### src/rtl/fixedpoint_pkg.sv
// Shared Q6.9 fixed-point definitions: widths, saturation limits, divider state
// encoding and the result saturation helper.
package fixedpoint_pkg;

  localparam int unsigned WIDTH_INPUT    = 16;
  localparam int unsigned WIDTH_FRACTION = 9;
  localparam int unsigned WIDTH_NUM      = WIDTH_INPUT + WIDTH_FRACTION;

  localparam logic [WIDTH_INPUT-1:0] Q69_MAX = 16'h7FFF;
  localparam logic [WIDTH_INPUT-1:0] Q69_MIN = 16'h8000;

  typedef enum logic [1:0] {
    IDLE = 2'd0,
    CALC = 2'd1,
    DONE = 2'd2
  } state_e;

  typedef struct packed {
    logic                   overflow;
    logic [WIDTH_INPUT-1:0] value;
  } sat_t;

  // Map an unsigned quotient magnitude plus sign onto the signed Q6.9 range.
  function automatic sat_t saturate_q69(input logic [WIDTH_NUM-1:0] mag,
                                        input logic                 neg);
    sat_t r;
    r.overflow = 1'b0;
    r.value    = '0;
    if (!neg && (mag > WIDTH_NUM'(Q69_MAX))) begin
      r.overflow = 1'b1;
      r.value    = Q69_MAX;
    end else if (neg && (mag > WIDTH_NUM'(Q69_MIN))) begin
      r.overflow = 1'b1;
      r.value    = Q69_MIN;
    end else if (neg) begin
      r.value = ~mag[WIDTH_INPUT-1:0] + WIDTH_INPUT'(1);
    end else begin
      r.value = mag[WIDTH_INPUT-1:0];
    end
    return r;
  endfunction

endpackage

### src/rtl/fixedpoint_divider.sv
// Signed Q6.9 divider: sequential radix-2 restoring division on magnitudes,
// fixed 26-cycle latency, saturating result and divide-by-zero flag.
module fixedpoint_divider #(
  parameter int unsigned WIDTH_INPUT    = fixedpoint_pkg::WIDTH_INPUT,
  parameter int unsigned WIDTH_FRACTION = fixedpoint_pkg::WIDTH_FRACTION
) (
  input  logic                   clk_i,
  input  logic                   rst_ni,
  input  logic                   in_valid_i,
  output logic                   in_ready_o,
  input  logic [WIDTH_INPUT-1:0] dividend_i,
  input  logic [WIDTH_INPUT-1:0] divisor_i,
  output logic                   out_valid_o,
  input  logic                   out_ready_i,
  output logic [WIDTH_INPUT-1:0] quotient_o,
  output logic                   overflow_o,
  output logic                   div_zero_o
);
  import fixedpoint_pkg::*;

  localparam int unsigned WIDTH_DIV = WIDTH_INPUT + WIDTH_FRACTION;
  localparam int unsigned WIDTH_REM = WIDTH_INPUT + 1;
  localparam int unsigned WIDTH_CNT = $clog2(WIDTH_DIV + 1);
  localparam logic [WIDTH_CNT-1:0] LAST_STEP = WIDTH_CNT'(WIDTH_DIV);

  state_e                 state_q, state_d;
  logic [WIDTH_CNT-1:0]   cnt_q, cnt_d;
  logic [WIDTH_DIV-1:0]   num_q, num_d;
  logic [WIDTH_INPUT-1:0] rem_q, rem_d;
  logic [WIDTH_INPUT-1:0] dvs_q, dvs_d;
  logic                   neg_q, neg_d;
  logic                   zdiv_q, zdiv_d;
  logic [WIDTH_INPUT-1:0] quotient_q, quotient_d;
  logic                   overflow_q, overflow_d;
  logic                   div_zero_q, div_zero_d;
  logic                   in_ready_q, in_ready_d;
  logic                   out_valid_q, out_valid_d;

  logic [WIDTH_REM-1:0]   rem_shift;
  logic                   q_bit;
  logic [WIDTH_INPUT-1:0] abs_dividend;
  logic [WIDTH_INPUT-1:0] abs_divisor;
  sat_t                   sat;

  // Next-state, datapath step and registered-output computation.
  always_comb begin
    state_d     = state_q;
    cnt_d       = cnt_q;
    num_d       = num_q;
    rem_d       = rem_q;
    dvs_d       = dvs_q;
    neg_d       = neg_q;
    zdiv_d      = zdiv_q;
    quotient_d  = quotient_q;
    overflow_d  = overflow_q;
    div_zero_d  = div_zero_q;

    abs_dividend = dividend_i[WIDTH_INPUT-1] ? (~dividend_i + WIDTH_INPUT'(1)) : dividend_i;
    abs_divisor  = divisor_i[WIDTH_INPUT-1]  ? (~divisor_i  + WIDTH_INPUT'(1)) : divisor_i;
    rem_shift    = {rem_q, num_q[WIDTH_DIV-1]};
    q_bit        = (rem_shift >= {1'b0, dvs_q});
    sat          = saturate_q69(num_q, neg_q);

    unique case (state_q)
      IDLE: begin
        if (in_valid_i) begin
          state_d = CALC;
          rem_d   = '0;
          dvs_d   = abs_divisor;
          num_d   = {abs_dividend, WIDTH_FRACTION'(0)};
          if (divisor_i == '0) begin
            // Zero divisor skips the iterations and lands on the finalize cycle.
            zdiv_d = 1'b1;
            neg_d  = dividend_i[WIDTH_INPUT-1];
            cnt_d  = LAST_STEP;
          end else begin
            zdiv_d = 1'b0;
            neg_d  = dividend_i[WIDTH_INPUT-1] ^ divisor_i[WIDTH_INPUT-1];
            cnt_d  = '0;
          end
        end
      end
      CALC: begin
        if (cnt_q == LAST_STEP) begin
          state_d    = DONE;
          div_zero_d = zdiv_q;
          if (zdiv_q) begin
            quotient_d = neg_q ? Q69_MIN : Q69_MAX;
            overflow_d = 1'b0;
          end else begin
            quotient_d = sat.value;
            overflow_d = sat.overflow;
          end
        end else begin
          rem_d = q_bit ? WIDTH_INPUT'(rem_shift - {1'b0, dvs_q})
                        : rem_shift[WIDTH_INPUT-1:0];
          num_d = {num_q[WIDTH_DIV-2:0], q_bit};
          cnt_d = cnt_q + WIDTH_CNT'(1);
        end
      end
      DONE: begin
        if (out_ready_i) begin
          state_d = IDLE;
        end
      end
      default: state_d = IDLE;
    endcase

    in_ready_d  = (state_d == IDLE);
    out_valid_d = (state_d == DONE);
  end

  always_ff @(posedge clk_i) begin
    if (!rst_ni) begin
      state_q     <= IDLE;
      cnt_q       <= '0;
      num_q       <= '0;
      rem_q       <= '0;
      dvs_q       <= '0;
      neg_q       <= 1'b0;
      zdiv_q      <= 1'b0;
      quotient_q  <= '0;
      overflow_q  <= 1'b0;
      div_zero_q  <= 1'b0;
      in_ready_q  <= 1'b1;
      out_valid_q <= 1'b0;
    end else begin
      state_q     <= state_d;
      cnt_q       <= cnt_d;
      num_q       <= num_d;
      rem_q       <= rem_d;
      dvs_q       <= dvs_d;
      neg_q       <= neg_d;
      zdiv_q      <= zdiv_d;
      quotient_q  <= quotient_d;
      overflow_q  <= overflow_d;
      div_zero_q  <= div_zero_d;
      in_ready_q  <= in_ready_d;
      out_valid_q <= out_valid_d;
    end
  end

  assign in_ready_o  = in_ready_q;
  assign out_valid_o = out_valid_q;
  assign quotient_o  = quotient_q;
  assign overflow_o  = overflow_q;
  assign div_zero_o  = div_zero_q;

endmodule

### config.mk
export PLATFORM = sky130hd
export DESIGN_NAME = fixedpoint_divider
export DESIGN_NICKNAME = d
export VERILOG_FILES = /design/src/rtl/fixedpoint_pkg.sv /design/src/rtl/fixedpoint_divider.sv
export SDC_FILE = /design/constraint.sdc
export NUM_CORES = 1
export LEC_CHECK = 0
export BUFFER_PORTS_ARGS = -buffer_cell sky130_fd_sc_hd__clkbuf_2
export CAP_MARGIN = 20
export CORE_ASPECT_RATIO = 2
export CORE_MARGIN = 1
export CORE_UTILIZATION = 54
export DETAILED_ROUTE_END_ITERATION = 10
export HOLD_SLACK_MARGIN = 0.06
export PLACE_DENSITY = 0.76
export REMOVE_ABC_BUFFERS = 1
export SLEW_MARGIN = 20
export SYNTH_ARGS = -nofsm -noshare
export SYNTH_HDL_FRONTEND = slang
export SYNTH_SLANG_ARGS = --single-unit
### constraint.sdc
create_clock -name clk_i -period 2.7 [get_ports clk_i]
set_clock_uncertainty 0.15 [all_clocks]
set_input_delay 0.405 -clock clk_i [delete_from_list [all_inputs] [get_ports clk_i]]
set_output_delay 0.405 -clock clk_i [all_outputs]
set_load 0.005 [all_outputs]
=== After elaboration in Yosys (flattened, before gate mapping) ===
Index checks and enable logic that the tools add are counted.
Widths: inputs -> output; s select.

* Add/sub/neg operators: 5
* Order comparisons: 3
* Eq/ne operators: 6
* Multiplexer cells: 26
* Bitwise logic cells: 4
* Reduce and logical (&&, ||, !) cells: 10

{| class="wikitable"
|+ Operator list
! cell !! count
|-
| $mux 16 || 9
|-
| $mux 25 || 2
|-
| $pmux 25 s2 || 1
|-
| $add 16x1->16 const B || 3
|-
| $not 16->16 || 3
|-
| $pmux 16 s2 || 1
|-
| $gt 25x15->1 const B || 1
|-
| $gt 25x16->1 const B || 1
|-
| $ge 17x16->1 || 1
|-
| $mux 17 || 1
|-
| $logic_not 16->1 || 1
|-
| $sub 16x16->16 || 1
|-
| $mux 5 || 3
|-
| $pmux 5 s2 || 1
|-
| $mux 2 || 3
|-
| $pmux 2 s3 || 1
|-
| $add 5x1->5 const B || 1
|-
| $eq 5x5->1 const B || 1
|-
| $eq 2x2->1 const B || 2
|-
| $logic_not 2->1 || 2
|-
| $mux 1 || 4
|-
| $ne 2x2->1 const B || 2
|-
| $reduce_and 2->1 || 2
|-
| $reduce_and 3->1 || 1
|-
| other kinds (5) || 6
|}

* Register bits: 86
* Output and inout port bits: 20
* Word-level logic and storage cells: 66

=== Depth between registers and ports, before layout ===
Gate-level depths: netlist (run 1).

* Depth after elaboration: 6
* Mapped depth: 12
* Depth with buffers taken out: 10

=== Worst setup path after synthesis (run 1) ===
No wires, ideal clock.

* Kind: register to register
* Start point: reg dvs_q[5]
* End point: reg rem_q[14]
* Setup time: 0.129 ns
* Data arrival time: 2.321 ns
* Setup slack: 0.100 ns
* Stages on the path, launching flop included: 13
* Clock period less this slack: 2.600 ns
* Cell sequence: dfxtp_1 inv_1 ha_1 clkbuf_1 nor3_1 o31a_1 nor3b_1 o21ai_0 a32o_1 buf_2 buf_2 a32oi_1 o21ai_0

* Longest elaborated chain between the ends: 4
* Elaborated cells between the ends (all ways): 5

{| class="wikitable"
|+ RTL lines
! item !! line !! source
|-
| start, declared || fixedpoint_divider.sv:30 || <nowiki>logic [WIDTH_INPUT-1:0] dvs_q, dvs_d;</nowiki>
|-
| start signal, assigned || fixedpoint_divider.sv:132 || <nowiki>dvs_q <= dvs_d;</nowiki>
|-
| $sub 16x16->16 or $ge 17x16->1 (tied branches) || fixedpoint_divider.sv:95, fixedpoint_divider.sv:61 ||
|-
| $mux 16 * || fixedpoint_divider.sv:95 || <nowiki>rem_d = q_bit ? WIDTH_INPUT'(rem_shift - {1'b0, dvs_q})</nowiki>
|-
| $mux 16 * || fixedpoint_divider.sv:84 || <nowiki>if (cnt_q == LAST_STEP) begin</nowiki>
|-
| $pmux 16 s2 * || fixedpoint_divider.sv:64 || <nowiki>unique case (state_q)</nowiki>
|-
| end signal, assigned || fixedpoint_divider.sv:131 || <nowiki>rem_q <= rem_d;</nowiki>
|-
| end, declared || fixedpoint_divider.sv:29 || <nowiki>logic [WIDTH_INPUT-1:0] rem_q, rem_d;</nowiki>
|}

Mark *: on every way between the ends. The rest lies on a longest branch, timed or not. The select of a mux whose other input is x is not followed.
A chain may end at the register's enable or synchronous reset.

=== Worst setup path after layout (run 1) ===
* Start point: reg dvs_q[7]
* End point: reg rem_q[15]

Same word-level chain as after synthesis.

==> flow_summary.html, run 1 <==
<table>
<tr><th>Metric</th><th>Value</th></tr>
<tr><th colspan="2">Job</th></tr>
<tr><td>Max-cap violations</td><td>0</td></tr>
<tr><th colspan="2">Drt</th></tr>
<tr><td>Residual antenna-violating net count after detailed routing</td><td>0</td></tr>
<tr><td>Via count</td><td>about 5200</td></tr>
<tr><td>Drt initial violations</td><td>259</td></tr>
<tr><td>Per-cell routed wire length</td><td>16.5 um</td></tr>
<tr><td>Number of search-and-repair iterations in the first detailed-routing pass</td><td>5</td></tr>
<tr><td>Avg Vias per Cell</td><td>6.07</td></tr>
<tr><td>DRC</td><td>0</td></tr>
<tr><td>Final Routed Wirelength</td><td>approximately 14000 um</td></tr>
<tr><th colspan="2">Timing</th></tr>
<tr><td>Count of endpoints failing setup in the final report</td><td>0</td></tr>
<tr><td>Worst path setup slack after routing</td><td>74.6 ps</td></tr>
<tr><td>Final period utilization</td><td>97.2%</td></tr>
<tr><td>Actual slew at the worst max-slew pin</td><td>610 ps</td></tr>
<tr><td>Highest attainable clock frequency</td><td>0.381 GHz</td></tr>
<tr><td>Worst rel slew slack</td><td>59.3%</td></tr>
<tr><td>Count of endpoints failing hold in the final timing report</td><td>0</td></tr>
<tr><td>Setup repair after global routing missed its margin</td><td>false</td></tr>
<tr><td>Clock period minus worst slack</td><td>about 2600 ps</td></tr>
<tr><td>Count of final max-slew check failures</td><td>0</td></tr>
<tr><th colspan="2">Worst hold path</th></tr>
<tr><td>Worst hold path depth</td><td>3</td></tr>
<tr><td>Start point of the worst hold path</td><td>divisor_i[0]</td></tr>
<tr><td>Worst hold path endpoint</td><td>dvs_q[0]</td></tr>
<tr><td>Worst hold-check path type</td><td>input pin to flop</td></tr>
<tr><th colspan="2">Synth</th></tr>
<tr><td>Post-Syn Area</td><td>5210 um^2</td></tr>
<tr><td>EDFF count, synth</td><td>0</td></tr>
<tr><td>Number of register bits inferred by synthesis</td><td>86</td></tr>
<tr><td>Synth warn</td><td>0</td></tr>
<tr><td>Sequential cell area fraction in the yosys report</td><td>33.1%</td></tr>
<tr><td>Most common flop cell mapped by yosys</td><td>sky130_fd_sc_hd__dfxtp_1</td></tr>
<tr><td>Synth Area per Inst</td><td>a little under 8 um^2</td></tr>
<tr><td>Distinct cell type count of the synthesized netlist</td><td>60</td></tr>
<tr><td>Share of async-settable or async-resettable flops after synthesis</td><td>0%</td></tr>
<tr><td>Gate count of the mapped netlist</td><td>667</td></tr>
<tr><th colspan="2">Critical path</th></tr>
<tr><td>Worst Setup Start Kind</td><td>flop</td></tr>
<tr><td>Class of the most critical setup path</td><td>flop to flop</td></tr>
<tr><td>Cell with the most instances on the worst path</td><td>sky130_fd_sc_hd__buf_4</td></tr>
<tr><td>Critical path required time</td><td>around 2800 ps</td></tr>
<tr><td>Crit Path Max Fanout</td><td>9</td></tr>
<tr><td>Cell breakdown of the critical path</td><td>inv_1, ha_4, nand2_1, o31a_1, nor3b_2, o21ai_2, buf_4, a32o_1, buf_12, buf_4, or2_4, o21ai_1</td></tr>
<tr><td>CP max stage delay</td><td>roughly 330 ps</td></tr>
<tr><td>Launching point of the worst reg2reg path</td><td>dvs_q[7]</td></tr>
<tr><td>Reg-to-Reg End</td><td>rem_q[15]</td></tr>
<tr><td>Max stage delay cell, worst path</td><td>sky130_fd_sc_hd__dfxtp_1</td></tr>
<tr><td>R2R depth</td><td>12</td></tr>
<tr><td>CP Data Arrival Time</td><td>2750 ps</td></tr>
<tr><td>Setup slack, reg-to-reg</td><td>70 ps</td></tr>
<tr><td>Critical Path End Type</td><td>flop</td></tr>
<tr><th colspan="2">Finish</th></tr>
<tr><td>Layout-stage area growth over the synthesis result</td><td>20.9%</td></tr>
<tr><td>Filler-free cell count of the finished design</td><td>859</td></tr>
<tr><td>Area of all placed cells without fillers</td><td>6300 um^2</td></tr>
<tr><td>Share of final-layout standard cells stronger than drive strength 1</td><td>roughly a fifth</td></tr>
<tr><td>Top library cells by usage in the layout, fill and taps aside</td><td>sky130_fd_sc_hd__nand2_1 (87), sky130_fd_sc_hd__dfxtp_1 (85), sky130_fd_sc_hd__o21ai_0 (59), sky130_fd_sc_hd__clkbuf_2 (55), sky130_fd_sc_hd__nor2_1 (54)</td></tr>
<tr><td>Final #Nets</td><td>809</td></tr>
<tr><td>Most common cell after layout, fill and taps aside</td><td>sky130_fd_sc_hd__nand2_1</td></tr>
<tr><td>Diode insertion count for antenna repair</td><td>0</td></tr>
<tr><th colspan="2">Power and ir drop</th></tr>
<tr><td>Overall power</td><td>4110 uW</td></tr>
<tr><td>Worst vdd ir</td><td>0.388 mV</td></tr>
<tr><td>Leakage</td><td>0.00279 uW</td></tr>
<tr><td>Power density of the placed cells</td><td>652 nW/um^2</td></tr>
<tr><th colspan="2">Placed design</th></tr>
<tr><td>Detailed placer's ending HPWL</td><td>10700 um</td></tr>
<tr><td>Buffers on Ports</td><td>55</td></tr>
<tr><td>Placer congestion estimate</td><td>0.980</td></tr>
<tr><td>Area after detailed placement</td><td>~5900 um^2</td></tr>
<tr><td>Placement-stage worst setup slack</td><td>-176 ps</td></tr>
<tr><td>Placed Cells incl. Taps</td><td>841</td></tr>
<tr><th colspan="2">Die</th></tr>
<tr><td>Std-Cell Rows</td><td>50</td></tr>
<tr><td>Boundary Pins</td><td>56</td></tr>
<tr><td>Starting density of the core</td><td>55.5%</td></tr>
<tr><td>Die area</td><td>10100 um^2</td></tr>
<tr><td>Height of the die</td><td>141 um</td></tr>
<tr><td>Width of the die</td><td>71.4 um</td></tr>
<tr><td>Core Area</td><td>approximately 9400 um^2</td></tr>
<tr><th colspan="2">Global route</th></tr>
<tr><td>Global router's overall resource usage</td><td>29.6%</td></tr>
<tr><td>Largest net degree at the start of global routing</td><td>34</td></tr>
<tr><td>Number of antenna violations at the first check in global routing</td><td>0</td></tr>
<tr><td>Global-route wire length before repair</td><td>23500 um</td></tr>
<tr><td>Total global routing overflow</td><td>0</td></tr>
<tr><td>Vias in the first global route</td><td>5406</td></tr>
<tr><th colspan="2">Clock network</th></tr>
<tr><td>Count of clock tree sinks</td><td>86</td></tr>
<tr><td>Clk slew on worst S/H paths</td><td>60 ps</td></tr>
<tr><td>Latest clock arrival within the worst-skew pair</td><td>roughly 350 ps</td></tr>
<tr><td>Deepest clock path buffer count</td><td>2</td></tr>
<tr><td>Root buffer cell</td><td>sky130_fd_sc_hd__clkbuf_16</td></tr>
<tr><td>H-tree depth</td><td>3</td></tr>
<tr><td>Total clock buffers created by CTS</td><td>9</td></tr>
<tr><td>Clock tree from TritonCTS</td><td>done</td></tr>
<tr><th colspan="2">Outcome</th></tr>
<tr><td>Result of the run</td><td>completed</td></tr>
</table>
-- kinds of logic after synthesis --
group | count (synthesis) | synth area share [%]
and+or+nand+nor | 246 | 22.8
AOI/OAI and AO/OA | 185 | 23.1
DFF | 86 | 33.1
buffers and inverters | 68 | 5.14
xor gates and xnor gates | 45 | 7.57
adders and majority gates | 23 | 5.67
muxes | 14 | 2.74
-- worst max-delay path: cells and delay by family, from the launching register on --
kind | cells | cell delay [ps]
and+or+nand+nor | 3 | 520
DFF | 1 | 330
AOI/OAI and AO/OA | 4 | 790
adders and majority gates | 1 | 260
buffers and inverters | 4 | 510
-- power breakdown --
part	switching (uW)	leakage, uW	internal (uW)	total (uW)
combinational	796	0.00195	701	1500
clock	549	0.000133	635	1180
sequential	74.3	0.000701	1350	1420
-- what timing repair did --
item / 4_1_cts / 5_1_grt
endpoints found under the setup margin: 11 / 22
pin swaps: 0 / 3
setup buffers: 0 / 2
gates cloned: 0 / 0
hold buffers: 0 / 0
resized for setup: 8 / 25
-- Yosys cell counts (8+ instances only) --
master / number / share of area, %
sky130_fd_sc_hd__a21oi_1: 31 / 3.0
sky130_fd_sc_hd__nand2_1: 87 / 6.3
sky130_fd_sc_hd__inv_1: 32 / 2.3
sky130_fd_sc_hd__mux2i_1: 12 / 2.3
sky130_fd_sc_hd__ha_1: 22 / 5.3
sky130_fd_sc_hd__nor3_1: 24 / 2.3
sky130_fd_sc_hd__o21ai_0: 68 / 6.5
sky130_fd_sc_hd__clkbuf_1: 29 / 2.1
sky130_fd_sc_hd__nor2_1: 56 / 4.0
sky130_fd_sc_hd__or3_1: 10 / 1.2
sky130_fd_sc_hd__o211a_1: 12 / 2.3
sky130_fd_sc_hd__xor2_1: 30 / 5.0
sky130_fd_sc_hd__xnor2_1: 15 / 2.5
sky130_fd_sc_hd__o31ai_1: 8 / 1.2
sky130_fd_sc_hd__dfxtp_1: 86 / 33
sky130_fd_sc_hd__nor2b_1: 10 / 1.2
-- through the flow --
| stage | hold WS (ps) | utilization (%) | setup TNS, ps |
|---|---|---|---|
| global route | 223 | 67.1 | 0 |
| CTS | 212 | 65.7 | 0 |
| detailed placement | 305 | 62.5 | -999 |
| global placement | 298 | 62.5 | -37.6 |
| finish | 206 | 67.1 | 0 |
| floorplan | 287 | - | -896 |
-- layout make-up --
| cell class | instances | area, um^2 |
|---|---|---|
| Timing Repair Buffer | 108 | 686 |
| Clock inverter | 7 | 58.8 |
| Clock buffer | 9 | 225 |
| Fill cell | 794 | 3090 |
| Sequential cell | 86 | 1720 |
| Multi-Input combinational cell | 513 | 3350 |
| Inverter | 32 | 120 |
| Tap cell | 104 | 130 |
-- registers in the layout, summed over array words and instances, names as in the netlist --
name	cells
num_q	25
cnt_q	5
dvs_q	16
state_q	2
zdiv_q	1
out_valid_o	1
div_zero_o	1
rem_q	16
quotient_o	16
overflow_o	1
neg_q	1
in_ready_o	1
-- per-layer routing --
metal | track usage, % | part of all wire [%] | up-vias | routed length [um]
li1 | - | - | 2532 | -
met1 | 26.1 | 34 | 2442 | 4830
met2 | 58.0 | 56 | 178 | 7980
met3 | 4.00 | 3.4 | 65 | 480
met4 | 21.6 | 6.4 | 0 | 907
met5 | 0 | 0 | - | 0
-- worst max path at each step --
stage / end / from / slack, ps
2_1_floorplan: quotient_o[14] / cnt_q[0] / -160
3_3_place_gp: rem_q[13] / dvs_q[7] / -8
3_5_place_dp: cnt_q[3] / divisor_i[7] / -180
4_1_cts: rem_q[14] / num_q[24] / 4
5_1_grt: rem_q[15] / dvs_q[7] / 8
6_report: rem_q[15] / dvs_q[7] / 70
(Power assumes the default switching activity.)
==> inputs of run 2 (changes only) <==
--- a/config.mk
+++ b/config.mk
@@ -9,10 +9,12 @@
 export CAP_MARGIN = 20
 export CORE_ASPECT_RATIO = 2
 export CORE_MARGIN = 1
-export CORE_UTILIZATION = 54
+export CORE_UTILIZATION = 45
+export CTS_CLUSTER_DIAMETER = 50
 export DETAILED_ROUTE_END_ITERATION = 10
 export HOLD_SLACK_MARGIN = 0.06
-export PLACE_DENSITY = 0.76
+export MAX_ROUTING_LAYER = met4
+export PLACE_DENSITY = 0.65
 export REMOVE_ABC_BUFFERS = 1
 export SLEW_MARGIN = 20
 export SYNTH_ARGS = -nofsm -noshare
==> run 2 against run 1 <==
  * Final area is 2.7% lower
  * Combinational power decreased by 10%
  * Maximum frequency grew 0.46%
  * Register-to-register slack barely moved
  * Sequential share of layout area up 0.75 points
  * Routed wire length up 2.6%
  * Critical path depth decreased by 2
  * Clock-buffer cell count stayed put
  * Critical path type unchanged
  * Largest cell class unchanged
  * Largest power group is now sequential cells
==> flow_summary.html, run 2 (synthesized netlist as in run 1, its figures left out) <==
<table>
<tr><th>Metric</th><th>Value</th></tr>
<tr><th colspan="2">Outcome</th></tr>
<tr><td>Result of the run</td><td>completed</td></tr>
<tr><th colspan="2">Power and ir drop</th></tr>
<tr><td>Clock group share of total power</td><td>30.6% (+1.8 points)</td></tr>
<tr><td>Share of power burned in registers</td><td>35.7% (+1.0 points)</td></tr>
<tr><td>Overall power</td><td>4000 uW (-2.6%)</td></tr>
<tr><td>Sw Pwr</td><td>1380 uW (-2.5%)</td></tr>
<tr><td>Share of total power in combinational logic</td><td>33.7% (-2.8 points)</td></tr>
<tr><td>Sw Share</td><td>34.6% (about the same)</td></tr>
<tr><td>Leakage</td><td>0.00268 uW (-3.8%)</td></tr>
<tr><td>Power density of the placed cells</td><td>653 nW/um^2 (+0.17%)</td></tr>
<tr><td>Cell-internal power</td><td>2620 uW (-2.6%)</td></tr>
<tr><td>Worst vdd ir</td><td>0.391 mV (+0.74%)</td></tr>
<tr><th colspan="2">Clock network</th></tr>
<tr><td>Number of buffers inserted for hold repair after clock tree synthesis</td><td>0 (unchanged)</td></tr>
<tr><td>Clk slew on worst S/H paths</td><td>70 ps (about the same)</td></tr>
<tr><td>Latest clock arrival within the worst-skew pair</td><td>350 ps (about the same)</td></tr>
<tr><td>Count of clock tree sinks</td><td>86 (unchanged)</td></tr>
<tr><td>Total clock buffers created by CTS</td><td>9 (unchanged)</td></tr>
<tr><td>Root buffer cell</td><td>sky130_fd_sc_hd__clkbuf_16</td></tr>
<tr><td>Deepest clock path buffer count</td><td>2 (unchanged)</td></tr>
<tr><td>Clock tree from TritonCTS</td><td>done</td></tr>
<tr><td>H-tree depth</td><td>3 (unchanged)</td></tr>
<tr><th colspan="2">Worst hold path</th></tr>
<tr><td>Worst hold path depth</td><td>3 (unchanged)</td></tr>
<tr><td>Worst hold-check path type</td><td>input pin to flop</td></tr>
<tr><th colspan="2">Finish</th></tr>
<tr><td>Register containing the most flip-flops in the final layout</td><td>num_q</td></tr>
<tr><td>Diode insertion count for antenna repair</td><td>0 (unchanged)</td></tr>
<tr><td>Largest register FFs</td><td>25 (unchanged)</td></tr>
<tr><td>Share of final-layout standard cells stronger than drive strength 1</td><td>17.4% (-3.1 points)</td></tr>
<tr><td>Filler-free cell count of the finished design</td><td>883 (+2.8%)</td></tr>
<tr><td>Top library cells by usage in the layout, fill and taps aside</td><td>sky130_fd_sc_hd__nand2_1 (87), sky130_fd_sc_hd__dfxtp_1 (86), sky130_fd_sc_hd__o21ai_0 (66), sky130_fd_sc_hd__clkbuf_2 (55), sky130_fd_sc_hd__nor2_1 (54)</td></tr>
<tr><td>Most common cell after layout, fill and taps aside</td><td>sky130_fd_sc_hd__nand2_1</td></tr>
<tr><td>Final #Nets</td><td>795 (-1.7%)</td></tr>
<tr><td>Fill cell instance count of the final layout</td><td>1098 (+38%)</td></tr>
<tr><td>Layout-stage area growth over the synthesis result</td><td>17.6%</td></tr>
<tr><th colspan="2">Timing</th></tr>
<tr><td>Count of endpoints failing hold in the final timing report</td><td>0 (unchanged)</td></tr>
<tr><td>Final period utilization</td><td>96.8% (-0.44 points)</td></tr>
<tr><td>Worst rel slew slack</td><td>53.7% (-5.6 points)</td></tr>
<tr><td>Count of endpoints failing setup in the final report</td><td>0 (unchanged)</td></tr>
<tr><td>Highest attainable clock frequency</td><td>0.383 GHz (+0.46%)</td></tr>
<tr><td>Clock period minus worst slack</td><td>2610 ps (-12.0 ps)</td></tr>
<tr><td>Worst path setup slack after routing</td><td>86.5 ps (+12.0 ps)</td></tr>
<tr><td>Worst-case hold slack</td><td>201 ps (-4.18 ps)</td></tr>
<tr><td>Count of final max-slew check failures</td><td>0 (unchanged)</td></tr>
<tr><td>Actual slew at the worst max-slew pin</td><td>694 ps (+83.5 ps)</td></tr>
<tr><td>Setup repair after global routing missed its margin</td><td>false</td></tr>
<tr><th colspan="2">Critical path</th></tr>
<tr><td>Worst Setup Start Kind</td><td>flop</td></tr>
<tr><td>Reg-to-Reg End</td><td>rem_q[14]</td></tr>
<tr><td>Class of the most critical setup path</td><td>flop to flop</td></tr>
<tr><td>Crit path launch</td><td>num_q[24]</td></tr>
<tr><td>Cell breakdown of the critical path</td><td>inv_1, ha_1, fa_1, nand2b_1, a21oi_1, o21bai_1, a21oi_2, mux2i_1, a2111oi_1, o21ai_0</td></tr>
<tr><td>Launching point of the worst reg2reg path</td><td>num_q[24]</td></tr>
<tr><td>Crit Path Max Fanout</td><td>3 (-6)</td></tr>
<tr><td>Critical path required time</td><td>2780 ps (-50 ps)</td></tr>
<tr><td>R2R depth</td><td>10 (-2)</td></tr>
<tr><td>Setup slack, reg-to-reg</td><td>90 ps (about the same)</td></tr>
<tr><td>CP Data Arrival Time</td><td>2690 ps (-60 ps)</td></tr>
<tr><td>Critical Path End Type</td><td>flop</td></tr>
<tr><td>Critical path destination</td><td>rem_q[14]</td></tr>
<tr><td>Max stage delay cell, worst path</td><td>sky130_fd_sc_hd__fa_1</td></tr>
<tr><td>CP max stage delay</td><td>400 ps (+70 ps)</td></tr>
<tr><th colspan="2">Drt</th></tr>
<tr><td>DRC</td><td>0 (unchanged)</td></tr>
<tr><td>Via count</td><td>5124 (-1.8%)</td></tr>
<tr><td>Per-cell routed wire length</td><td>16.5 um (-0.20%)</td></tr>
<tr><td>Avg Vias per Cell</td><td>5.80 (-4.5%)</td></tr>
<tr><td>Routed met2 length</td><td>8170 um (+2.4%)</td></tr>
<tr><td>Highest routed metal layer</td><td>met4</td></tr>
<tr><td>Number of search-and-repair iterations in the first detailed-routing pass</td><td>4 (-1)</td></tr>
<tr><td>Drt initial violations</td><td>219 (-15%)</td></tr>
<tr><td>Routed met1 length</td><td>5050 um (+4.6%)</td></tr>
<tr><td>Residual antenna-violating net count after detailed routing</td><td>0 (unchanged)</td></tr>
<tr><td>Met3 layer wire length in the routed design</td><td>432 um (-10%)</td></tr>
<tr><td>Final Routed Wirelength</td><td>14600 um (+2.6%)</td></tr>
<tr><th colspan="2">Die</th></tr>
<tr><td>Starting density of the core</td><td>46.1% (-9.4 points)</td></tr>
<tr><td>Width of the die</td><td>78.1 um (+9.3%)</td></tr>
<tr><td>Std-Cell Rows</td><td>55 (+10%)</td></tr>
<tr><td>Die area</td><td>12000 um^2 (+20%)</td></tr>
<tr><td>Boundary Pins</td><td>56 (unchanged)</td></tr>
<tr><td>Core Area</td><td>11300 um^2 (+20%)</td></tr>
<tr><td>Height of the die</td><td>154 um (+9.4%)</td></tr>
<tr><th colspan="2">Placed design</th></tr>
<tr><td>Detailed placer's ending HPWL</td><td>11500 um (+7.4%)</td></tr>
<tr><td>Placed Cells incl. Taps</td><td>864 (+2.7%)</td></tr>
<tr><td>Placer congestion estimate</td><td>0.955 (-2.5%)</td></tr>
<tr><td>Placement-stage worst setup slack</td><td>-70.2 ps (+106 ps)</td></tr>
<tr><td>Buffers on Ports</td><td>55 (unchanged)</td></tr>
<tr><th colspan="2">Global route</th></tr>
<tr><td>Total global routing overflow</td><td>0 (unchanged)</td></tr>
<tr><td>Vias in the first global route</td><td>5038 (-6.8%)</td></tr>
<tr><td>Number of antenna violations at the first check in global routing</td><td>0 (unchanged)</td></tr>
<tr><td>Global router's overall resource usage</td><td>25.8% (-3.8 points)</td></tr>
<tr><td>Global-route wire length before repair</td><td>23500 um (-0.27%)</td></tr>
<tr><td>Largest net degree at the start of global routing</td><td>34 (unchanged)</td></tr>
<tr><th colspan="2">Job</th></tr>
<tr><td>Max-cap violations</td><td>0 (unchanged)</td></tr>
</table>
run 2: changes by cell type in the layout (fill, tap and decap cells not counted), moves of 2 or more:
cell | before | now
sky130_fd_sc_hd__ha_4 | 3 | 0
sky130_fd_sc_hd__clkinv_4 | 3 | 0
sky130_fd_sc_hd__o21ai_1 | 8 | 3
sky130_fd_sc_hd__o21ai_0 | 59 | 66
sky130_fd_sc_hd__ha_1 | 19 | 22
sky130_fd_sc_hd__inv_8 | 0 | 2
sky130_fd_sc_hd__buf_4 | 52 | 39
run 2: what timing repair did:
| item | in CTS | in global routing |
|---|---|---|
| buffers inserted | 0 | 3 |
| endpoints found under the setup margin | 1 | 24 |
| pin swaps | 0 | 1 |
| resized for setup | 1 | 10 |
run 2: routing by layer:
layer,global-route usage (%),vias up
met5,-,-
met4,17.4,0
met3,3.44,56
met2,49.7,131
met1,22.1,2422
li1,-,2515
run 2: worst max-delay path, delay by kind of cell (launching register included):
kind / cells / cell delay [ps]
flops: 1 / 360
simple gates: 1 / 200
mux: 1 / 90
fa+ha+maj: 2 / 630
buf+inv: 1 / 80
compound gates: 5 / 990
run 2: layout make-up:
cell class	count	area (um^2)	share of cell area, %
inverters	32	120	1.96
repair buffers	94	568	9.27
clock buffers	9	225	3.68
clock inverters	7	62.6	1.02
flip-flops and latches	86	1720	28.1
well taps	142	178	2.90
multi-input cells	513	3250	53.1
run 2: worst min path at each step:
stage                      start          to
floorplan              rem_q[15]   rem_q[15]
global placement      overflow_o  overflow_o
detailed placement    overflow_o  overflow_o
CTS                 divisor_i[0]    dvs_q[0]
global route        divisor_i[0]    dvs_q[0]
finish              divisor_i[0]    dvs_q[0]
run 2: stage by stage:
step | utilization (%) | cell area (um^2) | TNS (ps)
2_1_floorplan | - | 5060 | -896
3_3_place_gp | 51.3 | 5790 | 0
3_5_place_dp | 51.3 | 5790 | -159
4_1_cts | 53.9 | 6080 | 0
5_1_grt | 54.3 | 6120 | 0
6_report | 54.3 | 6120 | 0
run 2: power by group through the flow:
| stage | Combinational [uW] | Clock (uW) | Sequential [uW] |
|---|---|---|---|
| final | 1350 | 1220 | 1430 |
| after CTS | 1280 | 1230 | 1430 |
| after global routing | 1470 | 1290 | 1440 |
| after global placement | 1250 | 0 | 1450 |
| after detailed placement | 1280 | 0 | 1460 |
| after floorplan | 855 | 0 | 1430 |
==> inputs of run 3 (changes only) <==
--- a/config.mk
+++ b/config.mk
@@ -7,7 +7,6 @@
 export LEC_CHECK = 0
 export BUFFER_PORTS_ARGS = -buffer_cell sky130_fd_sc_hd__clkbuf_2
 export CAP_MARGIN = 20
-export CORE_ASPECT_RATIO = 2
 export CORE_MARGIN = 1
 export CORE_UTILIZATION = 45
 export CTS_CLUSTER_DIAMETER = 50
==> run 3 against run 2 <==
  * Critical path depth down 3
  * Global-route usage down 0.85 points
  * Non-clock buffer count up 8
  * Largest power group unchanged
  * Power up 0.94%
  * First-iteration DRC count up 23%
  * Highest routed layer unchanged
  * Final area up 1.5%
  * Sequential power about the same
  * Via count down 1.2%
  * Worst setup slack better by 19 ps
  * Critical path type unchanged
==> flow_summary.html, run 3 (synthesized netlist as in run 1, its figures left out) <==
<table>
<tr><th>Metric</th><th>Value</th></tr>
<tr><th colspan="2">Placed design</th></tr>
<tr><td>Area after detailed placement</td><td>5840 um^2 (+0.99%)</td></tr>
<tr><td>Detailed placer's ending HPWL</td><td>10400 um (-9.4%)</td></tr>
<tr><td>Buffers on Ports</td><td>55 (unchanged)</td></tr>
<tr><td>Placer congestion estimate</td><td>1.02 (+6.6%)</td></tr>
<tr><th colspan="2">Timing</th></tr>
<tr><td>Actual slew at the worst max-slew pin</td><td>861 ps (+167 ps)</td></tr>
<tr><td>Count of endpoints failing setup in the final report</td><td>0 (unchanged)</td></tr>
<tr><td>Final period utilization</td><td>96.1% (-0.72 points)</td></tr>
<tr><td>Worst rel slew slack</td><td>42.0% (-12 points)</td></tr>
<tr><td>Highest attainable clock frequency</td><td>0.386 GHz (+0.75%)</td></tr>
<tr><td>Count of endpoints failing hold in the final timing report</td><td>0 (unchanged)</td></tr>
<tr><td>Clock period minus worst slack</td><td>2590 ps (-19.5 ps)</td></tr>
<tr><td>Count of final max-slew check failures</td><td>0 (unchanged)</td></tr>
<tr><th colspan="2">Drt</th></tr>
<tr><td>Avg Vias per Cell</td><td>5.69 (-1.9%)</td></tr>
<tr><td>Per-cell routed wire length</td><td>15.4 um (-6.7%)</td></tr>
<tr><td>Number of search-and-repair iterations in the first detailed-routing pass</td><td>4 (unchanged)</td></tr>
<tr><td>Final Routed Wirelength</td><td>13700 um (-6.1%)</td></tr>
<tr><td>Drt initial violations</td><td>270 (+23%)</td></tr>
<tr><td>DRC</td><td>0 (unchanged)</td></tr>
<tr><td>Via count</td><td>5062 (-1.2%)</td></tr>
<tr><td>Residual antenna-violating net count after detailed routing</td><td>0 (unchanged)</td></tr>
<tr><th colspan="2">Finish</th></tr>
<tr><td>Top library cells by usage in the layout, fill and taps aside</td><td>sky130_fd_sc_hd__nand2_1 (87), sky130_fd_sc_hd__dfxtp_1 (86), sky130_fd_sc_hd__o21ai_0 (66), sky130_fd_sc_hd__clkbuf_2 (55), sky130_fd_sc_hd__nor2_1 (54)</td></tr>
<tr><td>Storage element area</td><td>1720 um^2 (unchanged)</td></tr>
<tr><td>Multi-input combinational cell area</td><td>3280 um^2 (+0.96%)</td></tr>
<tr><td>Post-Route Utilization</td><td>56.1% (+1.9 points)</td></tr>
<tr><td>Fill cell instance count of the final layout</td><td>1039 (-5.4%)</td></tr>
<tr><td>Largest register FFs</td><td>25 (unchanged)</td></tr>
<tr><td>Final #Nets</td><td>803 (+1.0%)</td></tr>
<tr><td>Diode insertion count for antenna repair</td><td>0 (unchanged)</td></tr>
<tr><td>Most common cell after layout, fill and taps aside</td><td>sky130_fd_sc_hd__nand2_1</td></tr>
<tr><td>Share of final-layout standard cells stronger than drive strength 1</td><td>18.4% (+1.0 points)</td></tr>
<tr><td>Layout-stage area growth over the synthesis result</td><td>19.4%</td></tr>
<tr><td>Register containing the most flip-flops in the final layout</td><td>num_q</td></tr>
<tr><td>Area of all placed cells without fillers</td><td>6220 um^2 (+1.5%)</td></tr>
<tr><th colspan="2">Clock network</th></tr>
<tr><td>Count of clock tree sinks</td><td>86 (unchanged)</td></tr>
<tr><td>Deepest clock path buffer count</td><td>2 (unchanged)</td></tr>
<tr><td>Root buffer cell</td><td>sky130_fd_sc_hd__clkbuf_16</td></tr>
<tr><td>Total clock buffers created by CTS</td><td>9 (unchanged)</td></tr>
<tr><td>Clock tree from TritonCTS</td><td>done</td></tr>
<tr><td>Clk slew on worst S/H paths</td><td>60 ps (about the same)</td></tr>
<tr><td>H-tree depth</td><td>3 (unchanged)</td></tr>
<tr><td>Latest clock arrival within the worst-skew pair</td><td>350 ps (about the same)</td></tr>
<tr><th colspan="2">Die</th></tr>
<tr><td>Die area</td><td>12000 um^2 (-0.21%)</td></tr>
<tr><td>Std-Cell Rows</td><td>38 (-31%)</td></tr>
<tr><td>Core Area</td><td>11100 um^2 (-1.8%)</td></tr>
<tr><td>Boundary Pins</td><td>56 (unchanged)</td></tr>
<tr><td>Starting density of the core</td><td>47.0% (+0.87 points)</td></tr>
<tr><td>Width of the die</td><td>110 um (+40%)</td></tr>
<tr><td>Height of the die</td><td>110 um (-29%)</td></tr>
<tr><th colspan="2">Critical path</th></tr>
<tr><td>R2R depth</td><td>7 (-3)</td></tr>
<tr><td>Critical Path End Type</td><td>flop</td></tr>
<tr><td>Setup slack, reg-to-reg</td><td>110 ps (+20 ps)</td></tr>
<tr><td>Reg-to-Reg End</td><td>quotient_o[15]</td></tr>
<tr><td>Crit Path Max Fanout</td><td>6 (+3)</td></tr>
<tr><td>Critical path required time</td><td>2780 ps (about the same)</td></tr>
<tr><td>CP Data Arrival Time</td><td>2680 ps (about the same)</td></tr>
<tr><td>Class of the most critical setup path</td><td>flop to flop</td></tr>
<tr><td>Launching point of the worst reg2reg path</td><td>num_q[2]</td></tr>
<tr><td>Worst Setup Start Kind</td><td>flop</td></tr>
<tr><th colspan="2">Worst hold path</th></tr>
<tr><td>Start point of the worst hold path</td><td>divisor_i[14]</td></tr>
<tr><td>Worst hold-check path type</td><td>input pin to flop</td></tr>
<tr><td>Worst hold path depth</td><td>3 (unchanged)</td></tr>
<tr><td>Worst hold path endpoint</td><td>dvs_q[14]</td></tr>
<tr><th colspan="2">Global route</th></tr>
<tr><td>Number of antenna violations at the first check in global routing</td><td>0 (unchanged)</td></tr>
<tr><td>Vias in the first global route</td><td>4732 (-6.1%)</td></tr>
<tr><td>Global router's overall resource usage</td><td>25.0% (-0.85 points)</td></tr>
<tr><td>Largest net degree at the start of global routing</td><td>38 (+12%)</td></tr>
<tr><td>Total global routing overflow</td><td>0 (unchanged)</td></tr>
<tr><td>Global-route wire length before repair</td><td>22500 um (-3.9%)</td></tr>
<tr><th colspan="2">Job</th></tr>
<tr><td>Max-cap violations</td><td>0 (unchanged)</td></tr>
<tr><th colspan="2">Outcome</th></tr>
<tr><td>Result of the run</td><td>completed</td></tr>
<tr><th colspan="2">Power and ir drop</th></tr>
<tr><td>Worst vdd ir</td><td>0.436 mV (+12%)</td></tr>
<tr><td>Leakage</td><td>0.00273 uW (+1.9%)</td></tr>
<tr><td>Power density of the placed cells</td><td>649 nW/um^2 (-0.57%)</td></tr>
</table>
## run 3: cell count changes in the layout (fill, tap and decap cells not counted), moves of 2 or more
cell and change:
sky130_fd_sc_hd__buf_4 +8, sky130_fd_sc_hd__clkbuf_1 +2, sky130_fd_sc_hd__inv_8 -2, sky130_fd_sc_hd__nor3b_2 -2
## run 3: worst max path at each step
stage / startpoint / endpoint / slack, ps
2_1_floorplan: cnt_q[0] / quotient_o[14] / -160
3_3_place_gp: dvs_q[3] / rem_q[8] / 90
3_5_place_dp: divisor_i[7] / cnt_q[4] / -8
4_1_cts: dvs_q[10] / rem_q[8] / 30
5_1_grt: dvs_q[6] / rem_q[7] / -30
6_report: num_q[2] / quotient_o[15] / 110
## run 3: metal layers
layer / vias up / global-route usage (%) / part of all wire [%]
met5: - / - / 0
met4: 0 / 6.86 / 1.6
met3: 16 / 5.57 / 4.6
met2: 133 / 40.9 / 48
met1: 2390 / 30.9 / 46
li1: 2523 / - / -
## run 3: critical path: stages (launching register included)
cell and delay (ps):
sky130_fd_sc_hd__dfxtp_1 380, sky130_fd_sc_hd__or3_1 360, sky130_fd_sc_hd__or3_1 370, sky130_fd_sc_hd__or3b_2 540
sky130_fd_sc_hd__nand2b_1 170, sky130_fd_sc_hd__a21oi_1 150, sky130_fd_sc_hd__a31oi_1 70, sky130_fd_sc_hd__o311a_1 290
## run 3: layout make-up
class                   instances  share of cell area, %
clock buffers                  11                   3.74
clock inverters                 5                  0.946
inverters                      32                   1.93
multi-input cells             513                   52.8
flip-flops and latches         86                   27.7
well taps                     140                   2.82
repair buffers                102                   10.1
## run 3: power breakdown
group	total [uW]	switching (uW)	internal, uW
registers	1430	76.0	1350
logic	1380	725	652
clock network	1230	515	719
## run 3: what timing repair did
item / 4_1_cts / 5_1_grt
hold buffers: 0 / 0
resized for setup: 1 / 13
pin swaps: 0 / 2
endpoints found under the setup margin: 1 / 19
endpoints found under the hold margin: 0 / 0
buffers inserted: 0 / 3
## run 3: stage by stage
step | worst slack, ps | cells | setup TNS [ps] | hold WS (ps) | total power, uW
after floorplan | -156 | 631 | -896 | 287 | 2290
after global placement | 89.1 | 870 | 0 | 300 | 2740
after detailed placement | -8.05 | 870 | -8.05 | 305 | 2750
after CTS | 34.0 | 886 | 0 | 230 | 3990
after global routing | -34.3 | 889 | -49.0 | 248 | 4290
final | 106 | 889 | 0 | 234 | 4040
